`src/rtl/scan_timing_gen.sv`:
```
// Raster timing and text-scan generator on clk_100mhz with a pixel clock-enable; every output is
// registered from the next counter state, so it changes together with o_pix_ce (i_en=0 freezes the block).
module scan_timing_gen #(
   parameter int   HSZ      = 10,
   parameter int   VSZ      = 10,
   parameter int   H_ACTIVE = 640,
   parameter int   H_FP     = 16,
   parameter int   H_SYNC   = 96,
   parameter int   H_BP     = 48,
   parameter int   V_ACTIVE = 480,
   parameter int   V_FP     = 10,
   parameter int   V_SYNC   = 2,
   parameter int   V_BP     = 33,
   parameter logic HS_POL   = 1'b0,
   parameter logic VS_POL   = 1'b0,
   parameter int   PIX_DIV  = 4,
   parameter int   GLYPH_W  = 8,
   parameter int   GLYPH_H  = 8,
   parameter int   TROW_SZ  = 6
) (
   input  logic                           clk_100mhz,
   input  logic                           rstn_i,
   input  logic                           i_en,
   input  logic                           i_scroll_we,
   input  logic [3:0]                     i_scroll,
   output logic                           o_scroll_pending,
   output logic                           o_pix_ce,
   output logic [HSZ-1:0]                 o_hcount,
   output logic [VSZ-1:0]                 o_vcount,
   output logic                           o_de,
   output logic                           o_hsync,
   output logic                           o_vsync,
   output logic                           o_line_start,
   output logic                           o_frame_start,
   output logic [$clog2(GLYPH_W)-1:0]     o_cell_col,
   output logic [HSZ-$clog2(GLYPH_W)-1:0] o_text_col,
   output logic [3:0]                     o_glyph_row,
   output logic [TROW_SZ-1:0]             o_text_row,
   output logic [15:0]                    o_frame_cnt
);

   localparam int H_TOTAL = H_ACTIVE + H_FP + H_SYNC + H_BP;
   localparam int V_TOTAL = V_ACTIVE + V_FP + V_SYNC + V_BP;
   localparam int CW      = $clog2(GLYPH_W);
   localparam int DW      = $clog2(PIX_DIV);

   localparam logic [DW-1:0]  DIV_LAST = DW'(PIX_DIV - 1);
   localparam logic [HSZ-1:0] H_LAST   = HSZ'(H_TOTAL - 1);
   localparam logic [HSZ-1:0] H_ACT    = HSZ'(H_ACTIVE);
   localparam logic [HSZ-1:0] HS_FIRST = HSZ'(H_ACTIVE + H_FP);
   localparam logic [HSZ-1:0] HS_LAST  = HSZ'(H_ACTIVE + H_FP + H_SYNC - 1);
   localparam logic [VSZ-1:0] V_LAST   = VSZ'(V_TOTAL - 1);
   localparam logic [VSZ-1:0] V_ACT    = VSZ'(V_ACTIVE);
   localparam logic [VSZ-1:0] VS_FIRST = VSZ'(V_ACTIVE + V_FP);
   localparam logic [VSZ-1:0] VS_LAST  = VSZ'(V_ACTIVE + V_FP + V_SYNC - 1);
   localparam logic [3:0]     G_LAST   = 4'(GLYPH_H - 1);
   localparam logic [4:0]     G_H5     = 5'(GLYPH_H);

   logic [DW-1:0]      div_q,      div_d;
   logic               pix_ce_q,   pix_ce_d;
   logic [HSZ-1:0]     h_q,        h_d;
   logic [VSZ-1:0]     v_q,        v_d;
   logic               de_q,       de_d;
   logic               hs_q,       hs_d;
   logic               vs_q,       vs_d;
   logic               line_q,     line_d;
   logic               frame_q,    frame_d;
   logic [3:0]         glyph_q,    glyph_d;
   logic [TROW_SZ-1:0] trow_q,     trow_d;
   logic [15:0]        fcnt_q,     fcnt_d;
   logic [3:0]         shadow_q,   shadow_d;
   logic [3:0]         active_q,   active_d;
   logic               pend_q,     pend_d;

   logic               advance;
   logic               h_wrap;
   logic               frame_wrap;
   logic [HSZ-1:0]     h_nx;
   logic [VSZ-1:0]     v_nx;

   always_comb begin
      div_d      = div_q;
      pix_ce_d   = 1'b0;
      h_d        = h_q;
      v_d        = v_q;
      de_d       = de_q;
      hs_d       = hs_q;
      vs_d       = vs_q;
      line_d     = 1'b0;
      frame_d    = 1'b0;
      glyph_d    = glyph_q;
      trow_d     = trow_q;
      fcnt_d     = fcnt_q;
      shadow_d   = shadow_q;
      active_d   = active_q;
      pend_d     = pend_q;
      h_wrap     = 1'b0;
      frame_wrap = 1'b0;
      h_nx       = h_q;
      v_nx       = v_q;

      advance = i_en && (div_q == DIV_LAST);

      if (i_en) begin
         div_d = advance ? '0 : div_q + 1'b1;
      end

      if (advance) begin
         h_wrap     = (h_q == H_LAST);
         frame_wrap = h_wrap && (v_q == V_LAST);
         h_nx       = h_wrap ? '0 : h_q + 1'b1;
         if (h_wrap) begin
            v_nx = (v_q == V_LAST) ? '0 : v_q + 1'b1;
         end

         // Decode the values the counters are about to take so flags line up with o_hcount/o_vcount.
         pix_ce_d = 1'b1;
         h_d      = h_nx;
         v_d      = v_nx;
         de_d     = (h_nx < H_ACT) && (v_nx < V_ACT);
         hs_d     = (h_nx >= HS_FIRST && h_nx <= HS_LAST) ? HS_POL : ~HS_POL;
         vs_d     = (v_nx >= VS_FIRST && v_nx <= VS_LAST) ? VS_POL : ~VS_POL;
         line_d   = h_wrap;
         frame_d  = frame_wrap;

         if (frame_wrap) begin
            active_d = shadow_q;
            glyph_d  = shadow_q;
            trow_d   = '0;
            fcnt_d   = fcnt_q + 16'd1;
            pend_d   = 1'b0;
         end else if (h_wrap && (v_q < V_ACT)) begin
            if (glyph_q == G_LAST) begin
               glyph_d = '0;
               trow_d  = trow_q + 1'b1;
            end else begin
               glyph_d = glyph_q + 4'd1;
            end
         end
      end

      // A write colliding with the frame transfer lands in the shadow for the following frame.
      if (i_scroll_we) begin
         shadow_d = ({1'b0, i_scroll} >= G_H5) ? G_LAST : i_scroll;
         pend_d   = 1'b1;
      end
   end

   always_ff @(posedge clk_100mhz or negedge rstn_i) begin
      if (!rstn_i) begin
         div_q    <= '0;
         pix_ce_q <= 1'b0;
         h_q      <= '0;
         v_q      <= '0;
         de_q     <= 1'b0;
         hs_q     <= ~HS_POL;
         vs_q     <= ~VS_POL;
         line_q   <= 1'b0;
         frame_q  <= 1'b0;
         glyph_q  <= '0;
         trow_q   <= '0;
         fcnt_q   <= '0;
         shadow_q <= '0;
         active_q <= '0;
         pend_q   <= 1'b0;
      end else begin
         div_q    <= div_d;
         pix_ce_q <= pix_ce_d;
         h_q      <= h_d;
         v_q      <= v_d;
         de_q     <= de_d;
         hs_q     <= hs_d;
         vs_q     <= vs_d;
         line_q   <= line_d;
         frame_q  <= frame_d;
         glyph_q  <= glyph_d;
         trow_q   <= trow_d;
         fcnt_q   <= fcnt_d;
         shadow_q <= shadow_d;
         active_q <= active_d;
         pend_q   <= pend_d;
      end
   end

   assign o_scroll_pending = pend_q;
   assign o_pix_ce         = pix_ce_q;
   assign o_hcount         = h_q;
   assign o_vcount         = v_q;
   assign o_de             = de_q;
   assign o_hsync          = hs_q;
   assign o_vsync          = vs_q;
   assign o_line_start     = line_q;
   assign o_frame_start    = frame_q;
   assign o_cell_col       = h_q[CW-1:0];
   assign o_text_col       = h_q[HSZ-1:CW];
   assign o_glyph_row      = glyph_q;
   assign o_text_row       = trow_q;
   assign o_frame_cnt      = fcnt_q;

endmodule

```
`config.mk`:
```
export PLATFORM = sky130hd
export DESIGN_NAME = scan_timing_gen
export DESIGN_NICKNAME = d
export VERILOG_FILES = /design/src/rtl/scan_timing_gen.sv
export SDC_FILE = /design/constraint.sdc
export NUM_CORES = 1
export LEC_CHECK = 0
export ABC_AREA = 1
export CAP_MARGIN = 20
export CORE_MARGIN = 8
export CORE_UTILIZATION = 37
export DETAILED_ROUTE_END_ITERATION = 6
export PLACE_DENSITY = 0.65
export SLEW_MARGIN = 20
export SYNTH_ARGS = -nofsm -noshare
export SYNTH_HDL_FRONTEND = slang
export SYNTH_SLANG_ARGS = --single-unit
```
`constraint.sdc`:
```
create_clock -name clk_100mhz -period 5.5 [get_ports clk_100mhz]
set_input_delay 0.55 -clock clk_100mhz [delete_from_list [all_inputs] [get_ports clk_100mhz]]
set_output_delay 0.55 -clock clk_100mhz [all_outputs]
set_load 0.01 [all_outputs]
```
==> flow_results.org <==
** Outcome
- The run finished with clean final reports.

** Critical path
- Cells along the critical path :: clkdlybuf4s50_1, nand2_1, inv_1, nand2_4, a21oi_4, nand2_2, o31ai_1
- Total stage count of the critical path :: 7
- Type of element capturing the critical path :: register
- Data on the critical path is required at its endpoint by about 5800 ps.
- Start point of the critical path :: i_en
- Data arrival, critical path :: between 3000 and 4000 ps
- In this design, the largest share of critical-path delay is due to buffers and inverters.
- Worst path bufs/invs :: 2
- Critical Path Source Type :: input port
- The critical path in this run is classified as in -> reg.
- Critical register-to-register path endpoint :: o_text_row[2]
- Termination of the worst setup path :: o_text_row[2]
- In this design, the stage delay of the slowest critical-path cell is ~600 ps.
- Library cell contributing the largest single delay on the critical path :: inv_1
- Critical path peak fanout :: 30
- Counting cells, the worst reg-to-reg path comes to 7.
- The setup check on the worst reg-to-reg path leaves a slack of 2940 ps.
- The worst register-to-register path begins at div_q[0].

** Yosys
- When the netlist entered floorplanning its net count stood at 446.
- Number of distinct library cells after synthesis :: 39
- Measured against the total synthesized area, the mux share comes to less than 1%.
- Simple-gate share of the synthesized area :: 29.59%
- After synthesis, the largest family of logic cells by area is simple AND/OR/NAND/NOR gates.
- Post-synthesis xor/xnor area fraction :: 5.598%
- Area fraction in compound gates after synthesis :: 9.669%
- Post-synthesis cell count :: between 400 and 500
- Flip-flop and latch count after synthesis :: between 50 and 60
- After synthesis the cells add up to 3442 µm².
- The synthesized netlist devotes around 2.9% of its cell area to adder and majority cells.
- The Yosys step of the flow raised 0 warnings.
- Register area share after synthesis :: a little over two fifths
- Dividing the synthesized area by the synthesized cell count gives 8.005 µm².

** Floorplan
- Die Span Y :: 112.5 µm
- Starting density of the core :: 37.61%
- Placement row count :: 35
- Core Region :: ~9000 µm²
- The floorplan step defined a die boundary enclosing 12650 µm².
- Die X :: 112.5 µm
- Number of top-level pins :: 71

** Global routing
- Entering global routing, the biggest net connects 60 pins.
- The total overflow left after global routing is 0.
- The number of global-route vias before repair was 3048.
- For this run, the total global-route usage over all layers was measured as 13.75%.
- The first global-routing pass estimated 14.16 mm of wire.
- The number of antenna violations at the first check in global routing came to 0.

** Power
- Combinational cells account for 20.6% of the total power.
- Power density relative to cell area :: 270.0 nW/µm²
- Registers are responsible for 44.1% of the overall power.
- The analysis attributes to cell leakage a power of 2.064 nW.
- Summed over all nets, the switching power comes to roughly 350 µW.
- Switching Share :: between 20% and 30%
- Summing internal, switching and leakage power gives ~1.2 mW.
- IR Drop Worst-Case VDD :: 0.1367 mV
- Clock network fraction of total power :: 35.3%
- Int Pwr :: 834.3 µW

** Placed design
- Detailed placer's ending HPWL :: 6.129 mm
- Buffers placed on the I/O ports in this run total 70.
- At the end of routability-driven placement, the weighted congestion stood at 0.8348.

** Route
- Number of antenna-violating nets in the routed design :: 0
- The first routing iteration left 141 violations.
- Wirelength, routed :: 8.272 mm
- For this run, the detailed router's first-pass iteration total came to 4.
- After detailed routing, the number of remaining DRC violations is 0.
- WL/cell :: 13.52 µm
- After detailed routing, the number of vias per cell comes to 4.922.
- Via total after detailed routing :: 3012

** Clocking
- Clock H-tree levels :: 3
- Total of hold buffers inserted after clock tree synthesis :: 0
- TritonCTS built the clock tree.
- CTS sink count :: 59
- After clock tree synthesis, the repair step resized 0 gates.
- After clock tree synthesis, the clock-pin slew on the worst setup and hold paths is 70 ps.
- Post-CTS setup buffers :: 0
- The cell sitting at the root of the clock tree is a clkbuf_8.
- Number of CTS-inserted buffers :: 9
- Maximum clock insertion buffer count :: 2
- Clock latency on the worst-skew pair :: ~340 ps

** Cells and area
- Counting the fill cells in the layout gives 897.
- Synth-to-layout area growth :: 27.34%
- Footprint of the flip-flops and latches :: 1479 µm²
- Share of layout cells above drive strength 1 :: 8.583%
- Nets :: 512
- At the end of the flow the core is filled with cells to 47.89%.
- Multi-input combinational cell area :: 1655 µm²
- Number of diodes added for antenna fixing :: 0

** Timing
- The number of hold-slack violations in the final timing report was 0.
- Pins over their slew limit :: 0
- Between clock sinks in the finished design, the worst skew comes to 14.27 ps.
- After layout, the minimum clock period comes to approximately 2800 ps.
- Slew headroom :: 38.99%
- Setup violations remaining at the end of the flow were counted as 0.
- Fmax achieved :: 358.1 MHz
- Worst Max-Slew Pin Slew :: 912.9 ps
- Final hold analysis gives a worst-case slack of about 350 ps.
- Summed over all failing endpoints, the final setup total negative slack is 0 ps.
- Setup repair after global routing left no endpoint under its margin.
- In the finished design, the share of the clock period the worst path needs comes to 50.77%.

** Hold path
- In this run the worst hold path is classified as in -> async.

** Run
- Max-capacitance violation count :: 0
==> synthesized netlist by cell type, drive strengths merged <==
cell	n	area (µm²)
nand2	118	457.9
dfrtp	57	1426
inv	53	198.9
o21ai	42	229.0
nor2	35	170.2
nand3	31	180.2
nand4	13	102.6
buf	12	93.84
xnor2	11	96.34
xor2	11	96.34
nor3	9	55.05
ha	8	100.1
a21oi	7	46.30
clkbuf	4	15.01
nor4	3	18.77
o22ai	3	18.77
dfstp	2	52.55
o21a	2	15.01
or2	2	12.51
and2	1	6.260
mux2	1	11.26
nand3b	1	7.510
nor3b	1	7.510
o211ai	1	7.510
o22a	1	8.760
o31ai	1	7.510
==> layer usage <==
| layer | vias up | routed length (µm) | global-route usage [%] | part of all wire, % |
|---|---|---|---|---|
| li1 | 1520 | - | - | - |
| met1 | 1413 | 3695 | 16.09 | 45 |
| met2 | 67 | 3874 | 22.08 | 47 |
| met3 | 12 | 563 | 5.421 | 6.8 |
| met4 | 0 | 139 | 5.576 | 1.7 |
| met5 | - | 0 | 0 | 0 |
==> kinds of logic (layout without fill, tap and decap cells) <==
kind of cell	Yosys count	in the layout
compound gates	57	57
xor+xnor	22	22
fa+ha+maj	8	8
buf+inv	69	140
flops	59	59
mux	1	1
simple gates	214	214
==> placed cells by master, fill, tap and decap left out, types with 12 or more instances in the layout <==
cell / count
nand2_1: 114
nor2_1: 31
clkbuf_8: 12
dfrtp_1: 57
clkdlybuf4s50_1: 69
o21ai_0: 36
nand3_1: 29
inv_1: 51
==> registers in the layout (all words and copies together), names as in the netlist <==
name	cells
o_frame_cnt	16
o_vcount	10
div_q	2
o_vsync	1
o_glyph_row	4
o_scroll_pending	1
o_frame_start	1
shadow_q	4
o_hsync	1
o_line_start	1
o_text_row	6
o_pix_ce	1
o_hcount	10
o_de	1
==> power groups by stage <==
stage               combinational [mW]  clock (mW)  sequential [mW]
floorplan                        0.135           0            0.530
global placement                 0.240           0            0.528
detailed placement               0.247           0            0.530
CTS                              0.248       0.427            0.522
global route                     0.275       0.450            0.530
finish                           0.244       0.418            0.521
==> stage by stage <==
stage	area, µm²	instances	setup WS [ps]
final	4383	612	2708
after global routing	4383	612	2377
after CTS	4383	612	2685
after detailed placement	4175	596	2328
after global placement	4175	596	2415
after floorplan	3442	430	3686
==> final cells by class <==
class	instances	share of cell area, %
multi-input cells	302	37.77
flip-flops and latches	59	33.74
repair buffers	71	16.04
inverters	53	4.539
clock buffers	14	3.939
well taps	111	3.169
clock inverters	2	0.7993
==> how the worst min path moves through the flow <==
stage	endpoint	slack, ps
after floorplan	div_q[0]	250
after global placement	shadow_q[3]	470
after detailed placement	shadow_q[2]	480
after CTS	o_text_row[0]	400
after global routing	o_text_row[0]	440
final	o_vcount[7]	350
==> worst reg2reg max path: stages (launching register included) <==
cell     delay, ps
dfrtp_1        360
ha_1           170
nand2_1        530
inv_1          600
nand2_4        180
a21oi_4        220
nand2_2        200
o31ai_1        230
No activity file was read; power rests on OpenSTA's default activity.
